<file path="src/rtl/note_player.sv">
// Note consumer: requests notes from the sequencer, times their duration in frame ticks,
// applies a per-instrument volume decay and drives pitch/gate/volume to the tone generator.
module note_player #(
  parameter int WAIT_TIMEOUT = 16,
  parameter int TO_WIDTH     = 5
) (
  input  logic       i_clk,
  input  logic       i_rst,
  input  logic       i_tick,
  output logic       o_note_stb,
  input  logic       i_note_valid,
  input  logic [5:0] i_note_pitch,
  input  logic [4:0] i_note_len,
  input  logic [3:0] i_note_instrument,
  output logic [5:0] o_pitch,
  output logic       o_gate,
  output logic [3:0] o_volume,
  output logic       o_note_start,
  output logic       o_stopped
);

  typedef enum logic [2:0] {
    IDLE      = 3'd0,
    REQUEST   = 3'd1,
    WAIT_NOTE = 3'd2,
    PLAY      = 3'd3,
    STOPPED   = 3'd4
  } state_t;

  state_t              state, state_nx;
  logic [TO_WIDTH-1:0] to_cnt, to_cnt_nx;
  logic [5:0]          remaining, remaining_nx;
  logic [3:0]          instr, instr_nx;
  logic [3:0]          decay_cnt, decay_cnt_nx;
  logic [5:0]          pitch_nx;
  logic                gate_nx;
  logic [3:0]          volume_nx;
  logic                start_nx;
  logic                stopped_nx;

  assign o_note_stb = (state == REQUEST);

  always_ff @(posedge i_clk) begin
    if (i_rst) begin
      state        <= IDLE;
      to_cnt       <= '0;
      remaining    <= '0;
      instr        <= '0;
      decay_cnt    <= '0;
      o_pitch      <= '0;
      o_gate       <= 1'b0;
      o_volume     <= '0;
      o_note_start <= 1'b0;
      o_stopped    <= 1'b0;
    end else begin
      state        <= state_nx;
      to_cnt       <= to_cnt_nx;
      remaining    <= remaining_nx;
      instr        <= instr_nx;
      decay_cnt    <= decay_cnt_nx;
      o_pitch      <= pitch_nx;
      o_gate       <= gate_nx;
      o_volume     <= volume_nx;
      o_note_start <= start_nx;
      o_stopped    <= stopped_nx;
    end
  end

  always_comb begin
    state_nx     = state;
    to_cnt_nx    = to_cnt;
    remaining_nx = remaining;
    instr_nx     = instr;
    decay_cnt_nx = decay_cnt;
    pitch_nx     = o_pitch;
    gate_nx      = o_gate;
    volume_nx    = o_volume;
    start_nx     = 1'b0;
    stopped_nx   = o_stopped;

    case (state)
      IDLE: begin
        if (i_tick) state_nx = REQUEST;
      end

      REQUEST: begin
        to_cnt_nx = '0;
        state_nx  = WAIT_NOTE;
      end

      WAIT_NOTE: begin
        to_cnt_nx = to_cnt + TO_WIDTH'(1);
        // A note arriving on the timeout cycle still wins.
        if (i_note_valid) begin
          pitch_nx     = i_note_pitch;
          instr_nx     = i_note_instrument;
          remaining_nx = (i_note_len == 5'd0) ? 6'd32 : {1'b0, i_note_len};
          decay_cnt_nx = '0;
          start_nx     = 1'b1;
          gate_nx      = (i_note_pitch != 6'd0);
          volume_nx    = (i_note_pitch != 6'd0) ? 4'd15 : 4'd0;
          state_nx     = PLAY;
        end else if (to_cnt_nx == TO_WIDTH'(WAIT_TIMEOUT)) begin
          stopped_nx = 1'b1;
          gate_nx    = 1'b0;
          volume_nx  = '0;
          state_nx   = STOPPED;
        end
      end

      PLAY: begin
        if (i_tick) begin
          remaining_nx = remaining - 6'd1;
          if (remaining == 6'd1) state_nx = REQUEST;
          if (instr != 4'd0) begin
            if (decay_cnt + 4'd1 == instr) begin
              decay_cnt_nx = '0;
              if (o_volume != 4'd0) volume_nx = o_volume - 4'd1;
            end else begin
              decay_cnt_nx = decay_cnt + 4'd1;
            end
          end
        end
      end

      STOPPED: begin
        gate_nx   = 1'b0;
        volume_nx = '0;
      end

      default: state_nx = IDLE;
    endcase
  end

endmodule

</file>
<file path="config.mk">
export PLATFORM = sky130hd
export DESIGN_NAME = note_player
export DESIGN_NICKNAME = d
export VERILOG_FILES = /design/src/rtl/note_player.sv
export SDC_FILE = /design/constraint.sdc
export NUM_CORES = 1
export LEC_CHECK = 0
export BUFFER_PORTS_ARGS = -buffer_cell sky130_fd_sc_hd__buf_2
export CAP_MARGIN = 20
export CORE_MARGIN = 3
export CORE_UTILIZATION = 45
export DETAILED_ROUTE_END_ITERATION = 7
export PLACE_DENSITY_LB_ADDON = 0.05
export SLEW_MARGIN = 10
export SYNTH_ARGS = -nofsm -noshare
export SYNTH_HDL_FRONTEND = slang
export SYNTH_SLANG_ARGS = --single-unit
</file>
<file path="constraint.sdc">
create_clock -name i_clk -period 3.1 [get_ports i_clk]
set_input_delay 0.775 -clock i_clk [delete_from_list [all_inputs] [get_ports i_clk]]
set_output_delay 0.775 -clock i_clk [all_outputs]
set_load 0.1 [all_outputs]
</file>
Word level (Yosys, flattened, before mapping). Index checks and enable logic that the tools add are counted.

Register bits: 35. Memory bits (writable): 0. Memory bits (read-only): 0. Input port bits: 19. Logic and storage cells: 77. Memories kept: 0. Latch bits: 0.

Div/mod/pow operators: 0. Multiplexer cells: 28. Reductions and logical operators: 17. Equality and inequality tests: 15. Bitwise gates (word level): 3. $add $sub $neg: 4. Shift operators: 0. Magnitude comparators: 0. Multiply operators: 0.

Operators with widths (number): 4-bit 2-to-1 mux (11); 6-bit 2-to-1 mux (3); 3-bit 2-to-1 mux (5); 3-bit one-hot mux with 5 select lines (1); 2-bit != test (second input constant) (7); 4-bit one-hot mux with 3 select lines (1); 6-bit one-hot mux with 2 select lines (1); 5-bit one-hot mux with 2 select lines (1); 4-bit one-hot mux with 2 select lines (1); 4-bit nonzero test (2); 3-bit by 2-bit == test with 1-bit output (second input constant) (2); 6-bit by 1-bit == test with 1-bit output (second input constant) (1); 3-bit AND reduction (2); 6-bit AND reduction (1); 2-bit nonzero test (3); 6-bit nonzero test (1); 6-bit by 1-bit subtractor with 6-bit output (second input constant) (1); 5-bit by 1-bit adder with 5-bit output (second input constant) (1); 5-bit == test (second input constant) (1); 5-bit zero test (1); 5-bit AND reduction (1); 4-bit by 1-bit adder with 4-bit output (second input constant) (1); 4-bit == test (1); 2-bit AND reduction (2); 11 further kinds (15).

Depth between registers and ports, before layout.
Word-level depth: 6. Mapped depth: 8. Depth with buffers taken out: 8.

Worst setup path before layout. Ideal clock, no wire load.

Path kind: reg2out. Start: register state[1]. End: output o_note_stb. Slack: -0.298 ns. Cell stages (with the launch flop): 3. Arrival: 2.623 ns. Buffers on the path: 1. Path through: dfxtp_1 -> clkbuf_1 -> nor3_1.

Cells in the longest elaborated chain, start to end: 1.

RTL lines: start, declared (line 30) `state_t state, state_nx;`; start signal, assigned (line 56) `state <= state_nx;`; 3-bit by 1-bit == test with 1-bit output (line 41) `assign o_note_stb = (state == REQUEST);`; end, declared (line 10) `output logic o_note_stb,`.

No other way between the ends.

Worst setup path in the final report.
Start: register state[2]. End: register o_volume[3].

Cells in the longest elaborated chain, start to end: 3.

RTL lines: 3-bit by 2-bit == test with 1-bit output / 3-bit == test (equally long branches) (line 81) `case (state)`; 3-bit != test (no source line) (tied with other cells); 6-bit AND reduction (no source line); end signal, assigned (line 63) `o_volume <= volume_nx;`; end, declared (line 17) `output logic [3:0] o_volume,`.

Several ways; a longest one is shown, not always the timed one. A chain may end at the register's enable or synchronous reset.

==> flow_metrics.env <==
export IMPL_status="completed"
export IMPL_power_frac_clock=0.406
export IMPL_clk_latency_ps=290
export IMPL_crit_end="o_volume[3]"
export IMPL_worst_setup_path_start_kind="flip-flop"
export IMPL_final_common_cell="nand2_1"
export IMPL_synth_area_per_cell_um2=7.46
export IMPL_drtPass1Iterations=4
export IMPL_ys_seq_elements=35
export IMPL_grt_remaining_overflow=0
export IMPL_syn_nets=287
export IMPL_finalCritPeriodShare=0.767
export IMPL_fin_tns_setup_ps=0
export IMPL_power_density_mw_per_mm2=459
export IMPL_post_drt_wl_per_cell_um=13.6
export IMPL_vias_per_cell=5.56
export IMPL_combPwrFrac=0.145
export IMPL_antenna_found_initial=0
export IMPL_pin_count=33
export IMPL_drt_total_wl_um=4670
export IMPL_numCtsBuffers=5
export IMPL_n_fill_cell=410
export IMPL_nets=315
export IMPL_rsz0062_at_grt="no"
export IMPL_r2r_slack_ps=720
export IMPL_slew_viol_final=0
export IMPL_hpwl_um=3300
export IMPL_die_x_um=72.0
export IMPL_cts_setup_buffers=0
export IMPL_synthToLayoutAreaGrowth_pct=15.9
export IMPL_dieArea_mm2=0.00519
export IMPL_path_delay_family="simple AND/OR/NAND/NOR gates"
export IMPL_port_buffers=32
export IMPL_irDropWorstVdd_mv=0.351
export IMPL_cts_sinks=35
export IMPL_hold_viol=0
export IMPL_worstPathArrival_ps=2580
export IMPL_setup_viol=0
export IMPL_crit_reg2reg_launch="state[2]"
export IMPL_cts_resized=0
export IMPL_worstSetupPathType="reg -> reg"
export IMPL_critPathRequiredTime_ps=3310
export IMPL_cp_startpoint="state[2]"
export IMPL_worst_pin_slew_ps=690
export IMPL_synthCells=263
export IMPL_reg2reg_depth=6
export IMPL_die_h_um=72.0
export IMPL_core_area_mm2=0.00412
export IMPL_pwr_share_seq=0.449
export IMPL_p_leak_nw=0.882
export IMPL_grt_usage=0.190
export IMPL_final_layout_size_suffix_gt1_frac=0.158
export IMPL_syn_cell_area_mm2=0.00196
export IMPL_yosys_area_top_type="dfxtp_1"
export IMPL_fmax_ghz=0.420
export IMPL_cts_hold_buf=0
export IMPL_cp_depth=6
export IMPL_ys_flop_type="dfxtp_1"
export IMPL_path_max_fanout=22
export IMPL_drv_cap=0
export IMPL_cp_end_kind="flip-flop"
export IMPL_async_flop_share=0
export IMPL_synth_edf_count=0
export IMPL_fin_util=0.553
export IMPL_cp_slowest_cell="dfxtp_1"
export IMPL_gp_congestion=0.792
export IMPL_grt_pass1_vias=1704
export IMPL_drcViolationCount=0
export IMPL_cts_buffer_depth=2
export IMPL_power_share_switching=0.269
export IMPL_clk_pin_slew_worst_paths_ps=70
export IMPL_crit_buf_inv=0
export IMPL_p_sw_mw=0.281
export IMPL_rows=23
export IMPL_cts_root_buffer="clkbuf_8"
export IMPL_htreeDepth=2
export IMPL_num_antenna_cells=0
export IMPL_synth_area_top_cells="dfxtp_1, a21oi_1, nand2_1"
export IMPL_cts_tree="done"
export IMPL_synth_cell_types=46
export IMPL_drt_iter0_markers=105
export IMPL_synth_top_area_frac=0.357
export IMPL_p_int_mw=0.763
export IMPL_drtAntennaViolNets=0
export IMPL_crit_chain="nor2b_1 > nand2_1 > or3_1 > a21boi_0 > mux2i_1 > o22ai_1"
export IMPL_grt_pass1_wl_um=7980
export IMPL_reg2reg_to="o_volume[3]"
export IMPL_initial_core_util=0.477
export IMPL_ys_seq_area_frac=0.357
export IMPL_timing_critical_path_slowest_cell_delay_ps=530
export IMPL_layout_common_cells="nand2_1, dfxtp_1, a21oi_1, buf_2, o21ai_0"
export IMPL_relSlewSlack=0.539
export IMPL_grt_max_degree=38
export IMPL_fin_skew_ps=4.23
export IMPL_yosysWarnings=0
export IMPL_min_delay_path_class="reg -> reg"
export IMPL_vias=1900
export IMPL_period_needed_ps=2380
cells in the mapped netlist (all sizes together) (3+ instances only):
master,count
nand2,41
dfxtp,35
a21oi,32
o21ai,27
nor2,22
clkbuf,11
inv,9
nor3,9
nand2b,7
nand3,7
a211oi,5
ha,5
nor2b,5
nor4,4
buf,3
mux2i,3
o21a,3
state kept, by name (all words and copies together), names as in the netlist, 3 cells and up:
signal / cells
o_pitch: 6
to_cnt: 5
o_volume: 4
decay_cnt: 4
state: 3
remaining: 6
instr: 4
cell families (layout without fill, tap and decap cells):
logic type,Yosys count,in the layout,synth area share
AOI/OAI and AO/OA,86,86,0.267
xor gates and xnor gates,5,5,0.0300
adders and majority gates,5,5,0.0319
buffers and inverters,24,53,0.0472
DFF,35,35,0.357
muxes,3,3,0.0153
and+or+nand+nor,105,105,0.252
stage by stage:
step	setup WS, ps	hold WS [ps]	cells	power [mW]	cell area (µm²)
after floorplan	568	449	263	0.590	1970
after global placement	856	441	334	0.630	2160
after detailed placement	826	449	334	0.631	2160
after CTS	751	459	342	1.06	2270
after global routing	505	488	342	1.09	2270
final	721	454	342	1.04	2270
per-layer routing:
layer | vias up | GRT usage | share of wire
met5 | - | 0 | 0
met4 | 0 | 0.0564 | 0.013
met1 | 863 | 0.280 | 0.49
li1 | 985 | - | -
met3 | 7 | 0.0416 | 0.053
met2 | 45 | 0.279 | 0.44
area by class of cell:
type                            instances  area [µm²]  area share
Tap cell                               50        62.6      0.0275
Sequential cell                        35         701       0.308
Clock inverter                          2        35.0      0.0154
Inverter                               10        37.5      0.0165
Timing Repair Buffer                   35         183      0.0803
Multi-Input combinational cell        204        1170       0.516
Clock buffer                            6        82.6      0.0363
how the worst min path moves through the flow:
stage,endpoint,from,slack (ps),cells past startpoint
5_1_grt,o_pitch[4],o_pitch[4],490,2
2_1_floorplan,remaining[5],remaining[5],450,2
4_1_cts,o_pitch[4],o_pitch[4],460,2
3_5_place_dp,o_pitch[4],o_pitch[4],450,2
3_3_place_gp,o_pitch[1],o_pitch[1],440,2
6_report,o_pitch[4],o_pitch[4],450,2
power by group through the flow:
stage / clock network [mW] / registers [mW] / logic (mW)
6_report: 0.424 / 0.469 / 0.152
5_1_grt: 0.452 / 0.471 / 0.166
4_1_cts: 0.435 / 0.469 / 0.152
3_5_place_dp: 0 / 0.479 / 0.152
3_3_place_gp: 0 / 0.479 / 0.151
2_1_floorplan: 0 / 0.507 / 0.0833
tightest hold or removal path: cells and delay by family, from the launching register on:
kind	cells	cell delay [ps]
AND/OR/NAND/NOR	1	50
AO/OA/AOI/OAI	1	50
flip-flops	1	310
Note: power is estimated with default switching activity, not from simulation.
